### src/rtl/mem_ctl_pkg.sv
// mem_ctl_pkg: shared definitions for the mem_ctl arbiter slice.
//   arb_state_t : arbiter FSM state encoding (3 bits)
//   DEF_AW/DEF_DW : default address / data widths
package mem_ctl_pkg;

  localparam int unsigned DEF_AW = 8;
  localparam int unsigned DEF_DW = 8;

  typedef enum logic [2:0] {
    IDLE    = 3'd0,
    CMD     = 3'd1,
    CMD_REL = 3'd2,
    RD_WAIT = 3'd3,
    RSP     = 3'd4,
    RSP_REL = 3'd5,
    DONE    = 3'd6
  } arb_state_t;

endpackage

### src/rtl/mem_ctl_rr_pick.sv
// mem_ctl_rr_pick: combinational round-robin selector.
//   req    : request vector, one bit per requester
//   rr_ptr : index the scan starts from (wraps at NUM_REQ)
//   found  : at least one request is set
//   index  : first set request at or after rr_ptr
module mem_ctl_rr_pick #(
  parameter int unsigned NUM_REQ = 2
) (
  input  logic [NUM_REQ-1:0]         req,
  input  logic [$clog2(NUM_REQ)-1:0] rr_ptr,
  output logic                       found,
  output logic [$clog2(NUM_REQ)-1:0] index
);

  localparam int unsigned PW = $clog2(NUM_REQ);

  int unsigned      j;
  logic [PW-1:0]    cand;

  always_comb begin
    found = 1'b0;
    index = '0;
    j     = 0;
    cand  = '0;
    for (int unsigned i = 0; i < NUM_REQ; i++) begin
      j = 32'(rr_ptr) + i;
      if (j >= NUM_REQ) j = j - NUM_REQ;
      cand = j[PW-1:0];
      if (!found && req[cand]) begin
        found = 1'b1;
        index = cand;
      end
    end
  end

endmodule

### src/rtl/mem_ctl_arbiter.sv
// mem_ctl_arbiter: round-robin sharing of one mem_ctl between NUM_REQ
// requesters. Runs both four-phase handshakes towards mem_ctl on behalf of
// the granted requester and holds the grant until they return to zero.
//   req_*          : requester command side (valid/ack four-phase)
//   rsp_*          : requester read response side (valid/ack four-phase)
//   mc_*           : mem_ctl upstream interface
//   grant/busy/err : current owner, FSM not idle, sticky timeout flag
// Optional macro ARB_TIMEOUT_EN: watchdog aborting stalled handshakes after
// TIMEOUT_CYCLES; without it err is tied low and waits are unbounded.
module mem_ctl_arbiter
  import mem_ctl_pkg::*;
#(
  parameter int unsigned NUM_REQ        = 2,
  parameter int unsigned AW             = DEF_AW,
  parameter int unsigned DW             = DEF_DW,
  parameter int unsigned TIMEOUT_CYCLES = 255
) (
  input  logic                       clk,
  input  logic                       rst_n,
  input  logic [NUM_REQ-1:0]         req_valid,
  input  logic [NUM_REQ-1:0]         req_wen,
  input  logic [NUM_REQ*AW-1:0]      req_addr,
  input  logic [NUM_REQ*DW-1:0]      req_wdata,
  output logic [NUM_REQ-1:0]         req_ack,
  output logic [NUM_REQ-1:0]         rsp_valid,
  input  logic [NUM_REQ-1:0]         rsp_ack,
  output logic [DW-1:0]              rsp_rdata,
  output logic                       mc_wen,
  output logic                       mc_din_valid,
  output logic [AW-1:0]              mc_addr,
  output logic [DW-1:0]              mc_wdata,
  input  logic                       mc_din_ack,
  input  logic                       mc_dout_valid,
  input  logic [DW-1:0]              mc_rdata,
  output logic                       mc_dout_ack,
  output logic [$clog2(NUM_REQ)-1:0] grant,
  output logic                       busy,
  output logic                       err
);

  localparam int unsigned GW = $clog2(NUM_REQ);

  arb_state_t         state_q, state_d;
  logic [GW-1:0]      rr_ptr_q, rr_ptr_d, grant_q, grant_d, pick_idx;
  logic               pick_found;
  logic               wen_q, wen_d, din_valid_q, din_valid_d, dout_ack_q, dout_ack_d;
  logic [AW-1:0]      addr_q, addr_d;
  logic [DW-1:0]      wdata_q, wdata_d, rdata_q, rdata_d;
  logic [NUM_REQ-1:0] req_ack_q, req_ack_d, rsp_valid_q, rsp_valid_d;
  logic               busy_q, tmo;

  mem_ctl_rr_pick #(.NUM_REQ(NUM_REQ)) u_pick (
    .req    (req_valid),
    .rr_ptr (rr_ptr_q),
    .found  (pick_found),
    .index  (pick_idx)
  );

`ifdef ARB_TIMEOUT_EN
  localparam int unsigned CW = ($clog2(TIMEOUT_CYCLES + 1) > 8) ? $clog2(TIMEOUT_CYCLES + 1) : 8;
  logic [CW-1:0] cnt_q, cnt_d;
  logic          err_q;

  // Fires on the cycle the count would reach TIMEOUT_CYCLES, so a stalled
  // state is abandoned after exactly TIMEOUT_CYCLES cycles.
  assign tmo = (state_q inside {CMD, RD_WAIT, RSP_REL}) && (cnt_q == CW'(TIMEOUT_CYCLES - 1));

  always_comb begin
    cnt_d = '0;
    if (state_d == state_q && (state_q inside {CMD, RD_WAIT, RSP_REL})) cnt_d = cnt_q + 1'b1;
  end

  always_ff @(posedge clk or negedge rst_n) begin
    if (!rst_n) begin
      cnt_q <= '0;
      err_q <= 1'b0;
    end else begin
      cnt_q <= cnt_d;
      if (tmo) err_q <= 1'b1;
    end
  end

  assign err = err_q;
`else
  assign tmo = 1'b0;
  assign err = 1'b0;
`endif

  always_comb begin
    state_d     = state_q;
    rr_ptr_d    = rr_ptr_q;
    grant_d     = grant_q;
    wen_d       = wen_q;
    addr_d      = addr_q;
    wdata_d     = wdata_q;
    rdata_d     = rdata_q;
    din_valid_d = din_valid_q;
    dout_ack_d  = dout_ack_q;
    req_ack_d   = req_ack_q;
    rsp_valid_d = rsp_valid_q;
    case (state_q)
      IDLE: if (pick_found) begin
        grant_d     = pick_idx;
        wen_d       = req_wen[pick_idx];
        addr_d      = req_addr[pick_idx*AW +: AW];
        wdata_d     = req_wdata[pick_idx*DW +: DW];
        din_valid_d = 1'b1;
        state_d     = CMD;
      end
      CMD: if (mc_din_ack) begin
        din_valid_d         = 1'b0;
        req_ack_d[grant_q]  = 1'b1;
        state_d             = CMD_REL;
      end
      CMD_REL: if (!mc_din_ack && !req_valid[grant_q]) begin
        req_ack_d = '0;
        state_d   = wen_q ? DONE : RD_WAIT;
      end
      RD_WAIT: if (mc_dout_valid) begin
        rdata_d              = mc_rdata;
        rsp_valid_d[grant_q] = 1'b1;
        state_d              = RSP;
      end
      RSP: if (rsp_ack[grant_q]) begin
        dout_ack_d  = 1'b1;
        rsp_valid_d = '0;
        state_d     = RSP_REL;
      end
      RSP_REL: if (!mc_dout_valid && !rsp_ack[grant_q]) begin
        dout_ack_d = 1'b0;
        state_d    = DONE;
      end
      DONE: begin
        rr_ptr_d = (grant_q == GW'(NUM_REQ - 1)) ? '0 : grant_q + 1'b1;
        state_d  = IDLE;
      end
      default: state_d = IDLE;
    endcase
    if (tmo) begin
      din_valid_d = 1'b0;
      dout_ack_d  = 1'b0;
      wen_d       = 1'b0;
      addr_d      = '0;
      wdata_d     = '0;
      rdata_d     = '0;
      req_ack_d   = '0;
      rsp_valid_d = '0;
      state_d     = DONE;
    end
  end

  always_ff @(posedge clk or negedge rst_n) begin
    if (!rst_n) begin
      state_q     <= IDLE;
      rr_ptr_q    <= '0;
      grant_q     <= '0;
      wen_q       <= 1'b0;
      addr_q      <= '0;
      wdata_q     <= '0;
      rdata_q     <= '0;
      din_valid_q <= 1'b0;
      dout_ack_q  <= 1'b0;
      req_ack_q   <= '0;
      rsp_valid_q <= '0;
      busy_q      <= 1'b0;
    end else begin
      state_q     <= state_d;
      rr_ptr_q    <= rr_ptr_d;
      grant_q     <= grant_d;
      wen_q       <= wen_d;
      addr_q      <= addr_d;
      wdata_q     <= wdata_d;
      rdata_q     <= rdata_d;
      din_valid_q <= din_valid_d;
      dout_ack_q  <= dout_ack_d;
      req_ack_q   <= req_ack_d;
      rsp_valid_q <= rsp_valid_d;
      busy_q      <= (state_d != IDLE);
    end
  end

  assign req_ack      = req_ack_q;
  assign rsp_valid    = rsp_valid_q;
  assign rsp_rdata    = rdata_q;
  assign mc_wen       = wen_q;
  assign mc_din_valid = din_valid_q;
  assign mc_addr      = addr_q;
  assign mc_wdata     = wdata_q;
  assign mc_dout_ack  = dout_ack_q;
  assign grant        = grant_q;
  assign busy         = busy_q;

endmodule

### config.mk
export PLATFORM = sky130hd
export DESIGN_NAME = mem_ctl_arbiter
export DESIGN_NICKNAME = d
export VERILOG_FILES = /design/src/rtl/mem_ctl_pkg.sv /design/src/rtl/mem_ctl_rr_pick.sv /design/src/rtl/mem_ctl_arbiter.sv
export SDC_FILE = /design/constraint.sdc
export NUM_CORES = 1
export LEC_CHECK = 0
export CAP_MARGIN = 10
export CORE_MARGIN = 2
export CORE_UTILIZATION = 25
export CTS_CLUSTER_DIAMETER = 50
export DETAILED_ROUTE_END_ITERATION = 12
export GPL_TIMING_DRIVEN = 0
export PLACE_DENSITY = 0.54
export SLEW_MARGIN = 20
export SYNTH_ARGS = -nofsm -noshare
export SYNTH_HDL_FRONTEND = slang
export SYNTH_SLANG_ARGS = --single-unit
### constraint.sdc
create_clock -name clk -period 1.8 [get_ports clk]
set_input_delay 0.36 -clock clk [delete_from_list [all_inputs] [get_ports clk]]
set_output_delay 0.36 -clock clk [all_outputs]
set_load 0.02 [all_outputs]
; ---- Yosys cells after proc, flatten, opt, wreduce, memory -nomap -nowiden
; Cells that the tools add are included.
; W data, S select, Z words.
[classes]
n_addsub = 4
magnitude_cmp = 7
n_eq_ne = 12
n_shift = 2
muxes = 39
bitwise = 2
reduce_logical = 21
[op_table]
columns = cell, n
row1 = $shiftx A16 B5 Y8, 2
row2 = $mux W1, 22
row3 = $mux W3, 7
row4 = $pmux W3 S6, 1
row5 = $ne A2 B2 Y1 const B, 6
row6 = $reduce_and A3 Y1, 4
row7 = $eq A3 B3 Y1 const B, 3
row8 = $lt A1 B2 Y1 const B, 4
row9 = $mux W2, 4
row10 = $pmux W2 S2, 2
row11 = $reduce_bool A2 Y1, 4
row12 = $eq A3 B2 Y1 const B, 2
row13 = $logic_not A1 Y1, 5
row14 = $logic_and A1 B1 Y1, 4
row15 = $or A2 B2 Y2, 2
row16 = $pmux W1 S2, 2
row17 = $reduce_and A2 Y1, 2
row18 = $eq A3 B1 Y1 const B, 1
row19 = $logic_not A3 Y1, 1
row20 = $reduce_bool A3 Y1, 1
row21 = $add A1 B1 Y2 const B, 1
row22 = $ge A1 B2 Y1 const B, 1
row23 = $ge A2 B2 Y1 const B, 1
row24 = $sub A1 B1 Y1 const B, 2
row25 = other kinds (3), 3
[totals]
reg_bits = 37
input_bits = 50

; ---- Logic depth before layout (Yosys ltp)
; Gate-level depths: netlist (run 1).
[depth]
word_depth = 11
depth_mapped = 6
depth_no_buf = 4

; ---- Cells and area by module
; From an unflattened synthesis (run 1), not the netlist that was laid out.
[unflattened]
cells_unflattened = 176
hier_area_um2 = 1716.6
[modules_own_cells]
columns = mod, n_inst, cells_per_inst, area_each_um2, seq_area_each_um2
row1 = mem_ctl_arbiter, 1, 173, 1699.1, 925.9
row2 = mem_ctl_rr_pick, 1, 3, 17.5, 0.0

; ---- Worst setup path after synthesis (run 1)
; Ideal clock, no wire load.
[synth_timing]
kind = register to register
from = reg grant_q, in the netlist grant
to = reg busy_q, in the netlist busy
setup_ps = 142
arrival_ps = 1431
required_time_ps = 1658
path_slack_ps = 228
stages_incl_launch_ff = 6
n_path_buf = 1
period_less_slack_ps = 1572
path_cell_list = dfrtp_1 > buf_6 > mux2i_1 > a21oi_1 > a2111oi_1 > nand4bb_1
[synth_via]
elab_chain_len = 7
word_cells_on_any_way = 13
[synth_lines]
columns = item, line_no
row1 = start: declaration, mem_ctl_arbiter.sv:44  ; logic [GW-1:0] rr_ptr_q, rr_ptr_d, grant_q, grant_d, pick_idx;
row2 = start signal: assignment, mem_ctl_arbiter.sv:169  ; grant_q <= grant_d;
row3 = "$mux W1, on equally long branches (2 in a row)", "mem_ctl_arbiter.sv:124, mem_ctl_arbiter.sv:129, mem_ctl_arbiter.sv:115"
row4 = "$logic_not A1 Y1, on equally long branches", "mem_ctl_arbiter.sv:129, mem_ctl_arbiter.sv:115"
row5 = "$logic_and A1 B1 Y1, on equally long branches", "mem_ctl_arbiter.sv:129, mem_ctl_arbiter.sv:115"
row6 = "$mux W3, on equally long branches", "mem_ctl_arbiter.sv:129, mem_ctl_arbiter.sv:115"
row7 = $pmux W3 S6 (*), mem_ctl_arbiter.sv:101  ; case (state_q)
row8 = $reduce_bool A3 Y1 (*), mem_ctl_arbiter.sv:178  ; busy_q <= (state_d != IDLE);
row9 = end signal: assignment, mem_ctl_arbiter.sv:178
row10 = end: declaration, mem_ctl_arbiter.sv:50  ; logic busy_q, tmo;
; Mark *: on every way between the ends. The rest lies on a longest branch, timed or not. The select of a mux whose other input is x is not followed.
; A chain may end at the register's enable or synchronous reset.

; ---- Worst setup path after layout (run 1)
[layout_timing]
from = in req_valid[0]
to = reg busy_q, in the netlist busy
[layout_via]
elab_chain_len = 9
word_cells_on_any_way = 16
[layout_lines]
columns = item, line_no
row1 = start: declaration, mem_ctl_arbiter.sv:20  ; input logic [NUM_REQ-1:0] req_valid,
row2 = $mux W1 (not written as such) (2 in a row), mem_ctl_rr_pick.sv:29  ; if (!found && req[cand]) begin
row3 = $mux W1, mem_ctl_rr_pick.sv:29
row4 = $logic_not A1 Y1, mem_ctl_rr_pick.sv:29
row5 = $logic_and A1 B1 Y1, mem_ctl_rr_pick.sv:29
row6 = $mux W1, mem_ctl_rr_pick.sv:29
row7 = $mux W3, mem_ctl_arbiter.sv:102  ; IDLE: if (pick_found) begin
row8 = $pmux W3 S6 (*), mem_ctl_arbiter.sv:101
row9 = $reduce_bool A3 Y1 (*), mem_ctl_arbiter.sv:178
; Marks and branches as above.

==> results by group, run 1 <==
Yosys
  • Ys flop type: dfrtp_1
  • Syn Area/Cell: between 10 and 15 sq um
  • Mapped cell area: 1788 sq um
  • Register area share after synthesis: 0.5178
  • Cell taking the most area after synthesis: dfrtp_1
  • #FFs+latches synth: 37
  • Post-synth top area share: 0.5178
  • Netlist cell types: 25
  • EDFF count, synth: 0
  • YS warnings: 0
  • Synth area leaders: dfrtp_1, mux2i_1, a21oi_2
  • Syn Nets: ~220
  • Synthesized instance count: 169
  • Synth async-reset ratio: 1.000

Floorplanning
  • Io pins: 84
  • Die Area: 7845 sq um
  • Die width: 88.57 um
  • CORE AREA: 6869 sq um
  • Effective utilization at floorplan: 0.2603
  • Row cnt: 30
  • Die Y: about 90 um

STA
  • Final setup violation count: 0
  • Hold Vio Cnt, Final: 0
  • Slew HR: 0.5773
  • Max Clock Skew: 0.005140 ns
  • Crit path time final: 1.689 ns
  • Hold WS: 0.02452 ns
  • Unrepaired setup endpoints after global routing: no
  • Fin crit share: 0.9384
  • Worst slew pin tran: 0.6318 ns
  • Fmax: 592.0 MHz
  • Final Max Slew Viols: 0

Final layout
  • Final Instance Area: 2897 sq um
  • Most common cell after layout, fill and taps aside: clkdlybuf4s50_1
  • Share of post-route cells with drive strength above 1: 0.1623
  • Synth-to-Final Area Change: 62.00%
  • Most frequent cells in the layout: clkdlybuf4s50_1, dfrtp_1, nand2_1, nor2_1, mux2i_1
  • Fin cells: approximately 360
  • Ant diodes: 0
  • Nets: 315
  • Final core occ: 0.4217

Worst setup path
  • CP Class: input port to flip-flop
  • CP Data Required Time: slightly below 2 ns
  • CP arrival: 1.84 ns
  • CP max FO: 7
  • Crit. End Element: flip-flop
  • CP startpoint kind: input port

Placement
  • Placed insts: approximately 350
  • Port bufs: 82
  • Placed wire-length estimate: 3381 um
  • Placed instance area: between 2000 and 3000 sq um
  • Final Wtd Congestion: 0.7911

Clocking
  • CTS H-tree depth: 2
  • Clock root buffer: clkbuf_8
  • CTS tree: yes
  • Worst skew pair latency: 0.28 ns
  • Max clock buf depth: 2
  • Clk sinks: 37
  • CTS Hold Buffers Added: 0
  • Clk pin slew, worst setup/hold paths: roughly 0.070 ns
  • Num CTS Buffers: 5

Pwr
  • IR drop worst, VDD: approximately 0.00048 V
  • Leak: about 0.0013 uW
  • Pwr Density: 1601 nW/um^2

Outcome
  • Status: completed

GRT
  • Global-route usage over all layers: 0.1177
  • Vias in the first global route: 1483
  • First-pass GRT wire length: between 7000 and 8000 um
  • Largest net degree at the start of global routing: 20
  • Initial antenna violation count: 0
  • Grt ovf: 0

Drt
  • DRC viols: 0
  • Post-route ant nets: 0
  • DR WL/cell: 12.27 um
  • Final wirelength: 4430 um
  • Vias per cell: 4.266
  • Via count: 1540
  • Iteration-0 DRC Markers: 14
  • Router iterations before antenna repair: 4

Job
  • Max Cap Violations: 0

Hold path
  • Hold Path Class: input port to asynchronous set/reset pin
[cells in the mapped netlist, types with 2 or more instances]
cell / instances
a21oi_2: 12
buf_6: 5
nor2_1: 24
o21ai_0: 4
nand4bb_1: 2
a21oi_1: 11
nand2_1: 27
a21o_1: 2
mux2i_1: 19
nand2b_1: 6
buf_4: 4
inv_1: 3
o31ai_1: 2
dfrtp_1: 37
[per-stage QoR]
step	setup WS, ns	power (uW)	TNS [ns]
floorplan	0.2278	2927	0
global placement	-0.5819	4000	-26.44
detailed placement	-0.2726	4033	-4.960
CTS	0.008125	4636	0
global route	0.01070	4991	0
finish	0.1108	4639	0
[power by group]
| group | internal, uW | leakage (uW) | switching (uW) |
|---|---|---|---|
| sequential | 1230 | 0.000430 | 187 |
| clock | 304 | 0.0000443 | 284 |
| combinational | 1290 | 0.000797 | 1340 |
[cells by family (layout without fill, tap and decap cells)]
group / after synthesis / count (layout) / share of synthesized area
DFF: 37 / 37 / 0.5178
buffers and inverters: 13 / 109 / 0.05738
AOI/OAI and AO/OA: 33 / 33 / 0.1281
other: 1 / 1 / 0.002097
muxes: 21 / 21 / 0.1211
and+or+nand+nor: 64 / 64 / 0.1736
[critical path, cell delays in order]
cell	delay [ns]
clkdlybuf4s50_1	0.46
nor2_2	0.18
nor4_4	0.06
buf_4	0.17
buf_4	0.14
a2111oi_2	0.33
nand4bb_1	0.14
[layer usage]
metal  vias to the layer above  share of wire  wire length [um]  GRT usage
met2                        56           0.47              2090     0.1928
met5                         -              0                 0          0
met4                         0         0.0065                29    0.02893
li1                        760              -                 -          -
met1                       720           0.44              1939     0.1467
met3                         4          0.084               370    0.04571
[sequential cells by signal, indices dropped and copies added (netlist names), 2 cells and up]
name and flops:
state_q 3, req_ack 2, mc_wdata 8, rsp_valid 2, mc_addr 8, rsp_rdata 8
[path summary, 6_finish.rpt]
path | from | end | slack, ns | cells past startpoint
setup / recovery | req_valid[0] | busy | 0.11 | 7
hold / removal | rst_n | mc_dout_ack | 0.02 | 1
setup reg to reg | grant | busy | 0.25 | 5
hold reg to reg | rsp_rdata[0] | rsp_rdata[0] | 0.48 | 2
max in group asynchronous | rst_n | mc_addr[2] | 1.32 | 2
min in group clk | rsp_rdata[0] | rsp_rdata[0] | 0.48 | 2
[repair_timing]
item                       in CTS  in global routing
buffers inserted                0                  6
setup endpoints to repair       0                 12
gates resized for setup         0                  3
[cell type report]
type / count / area, sq um
clock buffer: 7 / 86.33
inverter: 3 / 11.26
timing repair buffer: 89 / 888.4
fill: 697 / 3973
buffer: 10 / 91.34
sequential: 37 / 925.9
multi-input combinational: 119 / 773.2
tap: 96 / 120.1
Power figures use the tool's default switching activity.
==> inputs of run 2 (changes only) <==
--- a/config.mk
+++ b/config.mk
@@ -12,6 +12,7 @@
 export DETAILED_ROUTE_END_ITERATION = 12
 export GPL_TIMING_DRIVEN = 0
 export PLACE_DENSITY = 0.54
+export SKIP_LAST_GASP = 1
 export SLEW_MARGIN = 20
 export SYNTH_ARGS = -nofsm -noshare
 export SYNTH_HDL_FRONTEND = slang
==> constraint.sdc (replaced) <==
create_clock -name clk -period 1.8 [get_ports clk]
set_input_delay 0.18 -clock clk [delete_from_list [all_inputs] [get_ports clk]]
set_output_delay 0.18 -clock clk [all_outputs]
set_load 0.02 [all_outputs]
==> results by group, run 2 (synthesis gave the netlist of run 1 again) <==
Outcome
  • Status: completed (unchanged)

Clocking
  • Clk sinks: 37 (unchanged)
  • CTS H-tree depth: 2 (unchanged)
  • Max clock buf depth: 2 (unchanged)
  • CTS tree: yes (unchanged)
  • Num CTS Buffers: 5 (unchanged)
  • Clock root buffer: clkbuf_8 (unchanged)
  • Clk pin slew, worst setup/hold paths: 0.07 ns (about the same)
  • Worst skew pair latency: 0.28 ns (about the same)

Floorplanning
  • Effective utilization at floorplan: 0.2603 (unchanged)
  • Row cnt: 30 (unchanged)
  • CORE AREA: 6869 sq um (unchanged)
  • Die Area: 7845 sq um (unchanged)
  • Die width: 88.57 um (unchanged)
  • Die Y: 88.57 um (unchanged)
  • Io pins: 84 (unchanged)

Worst setup path
  • Crit-path leading delay family: simple AND/OR/NAND/NOR gates (was buffers and inverters)
  • CP Data Required Time: 2.02 ns (was 1.95 ns)
  • CP peak stage delay: 0.81 ns (was 0.46 ns)
  • R2R setup slack: 0.04 ns (was 0.25 ns)
  • CP cell instances: buf_6 -> mux2i_1 -> nor4b_1 -> a2111oi_2 -> nand4bb_1 (was clkdlybuf4s50_1 -> nor2_2 -> nor4_4 -> buf_4 -> buf_4 -> a2111oi_2 -> nand4bb_1)
  • Crit path buf inv count: 1 (was 3)
  • Critical-path top delay cell: nor4b_1 (was clkdlybuf4s50_1)
  • CP startpoint kind: flip-flop (was input port)
  • CP Class: flip-flop to flip-flop (was input port to flip-flop)
  • CP arrival: 1.98 ns (was 1.84 ns)
  • Crit. End Element: flip-flop (unchanged)
  • CP max FO: 7 (unchanged)

STA
  • Final Max Slew Viols: 0 (unchanged)
  • Worst slew pin tran: 0.9773 ns (was 0.6318 ns)
  • Slew HR: 0.3393 (was 0.5773)
  • Final setup violation count: 0 (unchanged)
  • Fmax: 568.1 MHz (was 592.0 MHz)
  • Crit path time final: 1.760 ns (was 1.689 ns)
  • Unrepaired setup endpoints after global routing: yes (was no)
  • Hold Vio Cnt, Final: 0 (unchanged)
  • Hold WS: 0.3826 ns (was 0.02452 ns)
  • Max Clock Skew: 0.004241 ns (was 0.005140 ns)
  • Fin crit share: 0.9780 (was 0.9384)

Final layout
  • Ant diodes: 0 (unchanged)
  • Nets: 314 (was 315)
  • Share of post-route cells with drive strength above 1: 0.1477 (was 0.1623)
  • Synth-to-Final Area Change: 61.23% (was 62.00%)
  • # fillers: 695 (was 697)
  • Fin cells: 360 (was 361)
  • Most common cell after layout, fill and taps aside: clkdlybuf4s50_1 (unchanged)
  • Most frequent cells in the layout: clkdlybuf4s50_1, dfrtp_1, nand2_1, nor2_1, mux2i_1 (unchanged)

Hold path
  • Hold Path Class: input port to asynchronous set/reset pin (unchanged)

Placement
  • Final Wtd Congestion: 0.7911 (unchanged)
  • Port bufs: 82 (unchanged)
  • Placed insts: 348 (unchanged)
  • Placed wire-length estimate: 3381 um (unchanged)

Drt
  • DRC viols: 0 (unchanged)
  • Iteration-0 DRC Markers: 23 (was 14)
  • DR WL/cell: 12.32 um (was 12.27 um)
  • Final wirelength: 4435 um (was 4430 um)
  • Vias per cell: 4.264 (was 4.266)
  • Post-route ant nets: 0 (unchanged)
  • Router iterations before antenna repair: 4 (unchanged)
  • Via count: 1535 (was 1540)

GRT
  • Vias in the first global route: 1483 (unchanged)
  • First-pass GRT wire length: 7044 um (unchanged)
  • Grt ovf: 0 (unchanged)
  • Initial antenna violation count: 0 (unchanged)
  • Largest net degree at the start of global routing: 20 (unchanged)
  • Global-route usage over all layers: 0.1177 (unchanged)

Pwr
  • Leak: 0.001265 uW (was 0.001271 uW)
  • IR drop worst, VDD: 0.0004546 V (was 0.0004818 V)
  • Pwr Density: 1604 nW/um^2 (was 1601 nW/um^2)

Job
  • Max Cap Violations: 0 (unchanged)
-- run 2: cell types whose count changed in the layout (fill, tap and decap cells not counted), sizes merged --
cell / delta
dlygate4sd3: +1
buf: -2
-- run 2: metrics by stage --
stage                     total power, uW    util   TNS, ns  setup WS, ns  cell area (sq um)
after floorplan                      2927       -         0        0.2278               1788
after global placement               4000  0.3973    -15.95       -0.4019               2729
after detailed placement             4033  0.4005    -1.118      -0.09258               2751
after CTS                            4637  0.4146         0       0.07662               2848
after global routing                 4976  0.4197  -0.03148      -0.03148               2883
final                                4623  0.4197         0       0.03959               2883
-- run 2: path summary, 6_finish.rpt --
kind / depth (start not counted) / end / startpoint
min: 2 / mc_dout_ack / rst_n
min reg2reg: 2 / rsp_rdata[0] / rsp_rdata[0]
max: 5 / busy / grant
max in group asynchronous: 3 / mc_addr[2] / rst_n
max reg2reg: 5 / busy / grant
min in group clk: 3 / rsp_rdata[7] / mc_rdata[7]
-- run 2: layer usage --
metal,GRT usage,share of wire
met1,0.1467,0.44
met2,0.1928,0.47
met3,0.04571,0.083
met4,0.02893,0.0065
met5,0,0
-- run 2: worst reg2reg max path, delay by kind of cell (launching register included) --
kind / cells / cell delay, ns
AO/OA/AOI/OAI: 1 / 0.08
buffers and inverters: 1 / 0.14
flip-flops: 1 / 0.39
multiplexers: 1 / 0.13
AND/OR/NAND/NOR: 2 / 0.96
-- run 2: where the power goes --
part / internal, uW / leakage [uW] / switching [uW]
sequential: 1230 / 0.000430 / 188
combinational: 1290 / 0.000791 / 1330
clock: 304 / 0.0000443 / 279
total: 2820 / 0.00126 / 1800
-- run 2: what timing repair did --
action / 4_1_cts / 5_1_grt
hold buffers: 1 / 0
hold endpoints to repair: 18 / 0
setup buffers: 0 / 4
setup endpoints to repair: 0 / 11
gates resized for setup: 0 / 1
-- run 2: layout make-up --
cell class	instances	area, sq um	share of cell area
plain buffers	10	91.34	0.03168
repair buffers	88	883.3	0.3064
well taps	96	120.1	0.04167
inverters	3	11.26	0.003906
clock buffers	7	86.33	0.02995
multi-input cells	119	764.5	0.2652
flip-flops and latches	37	925.9	0.3212
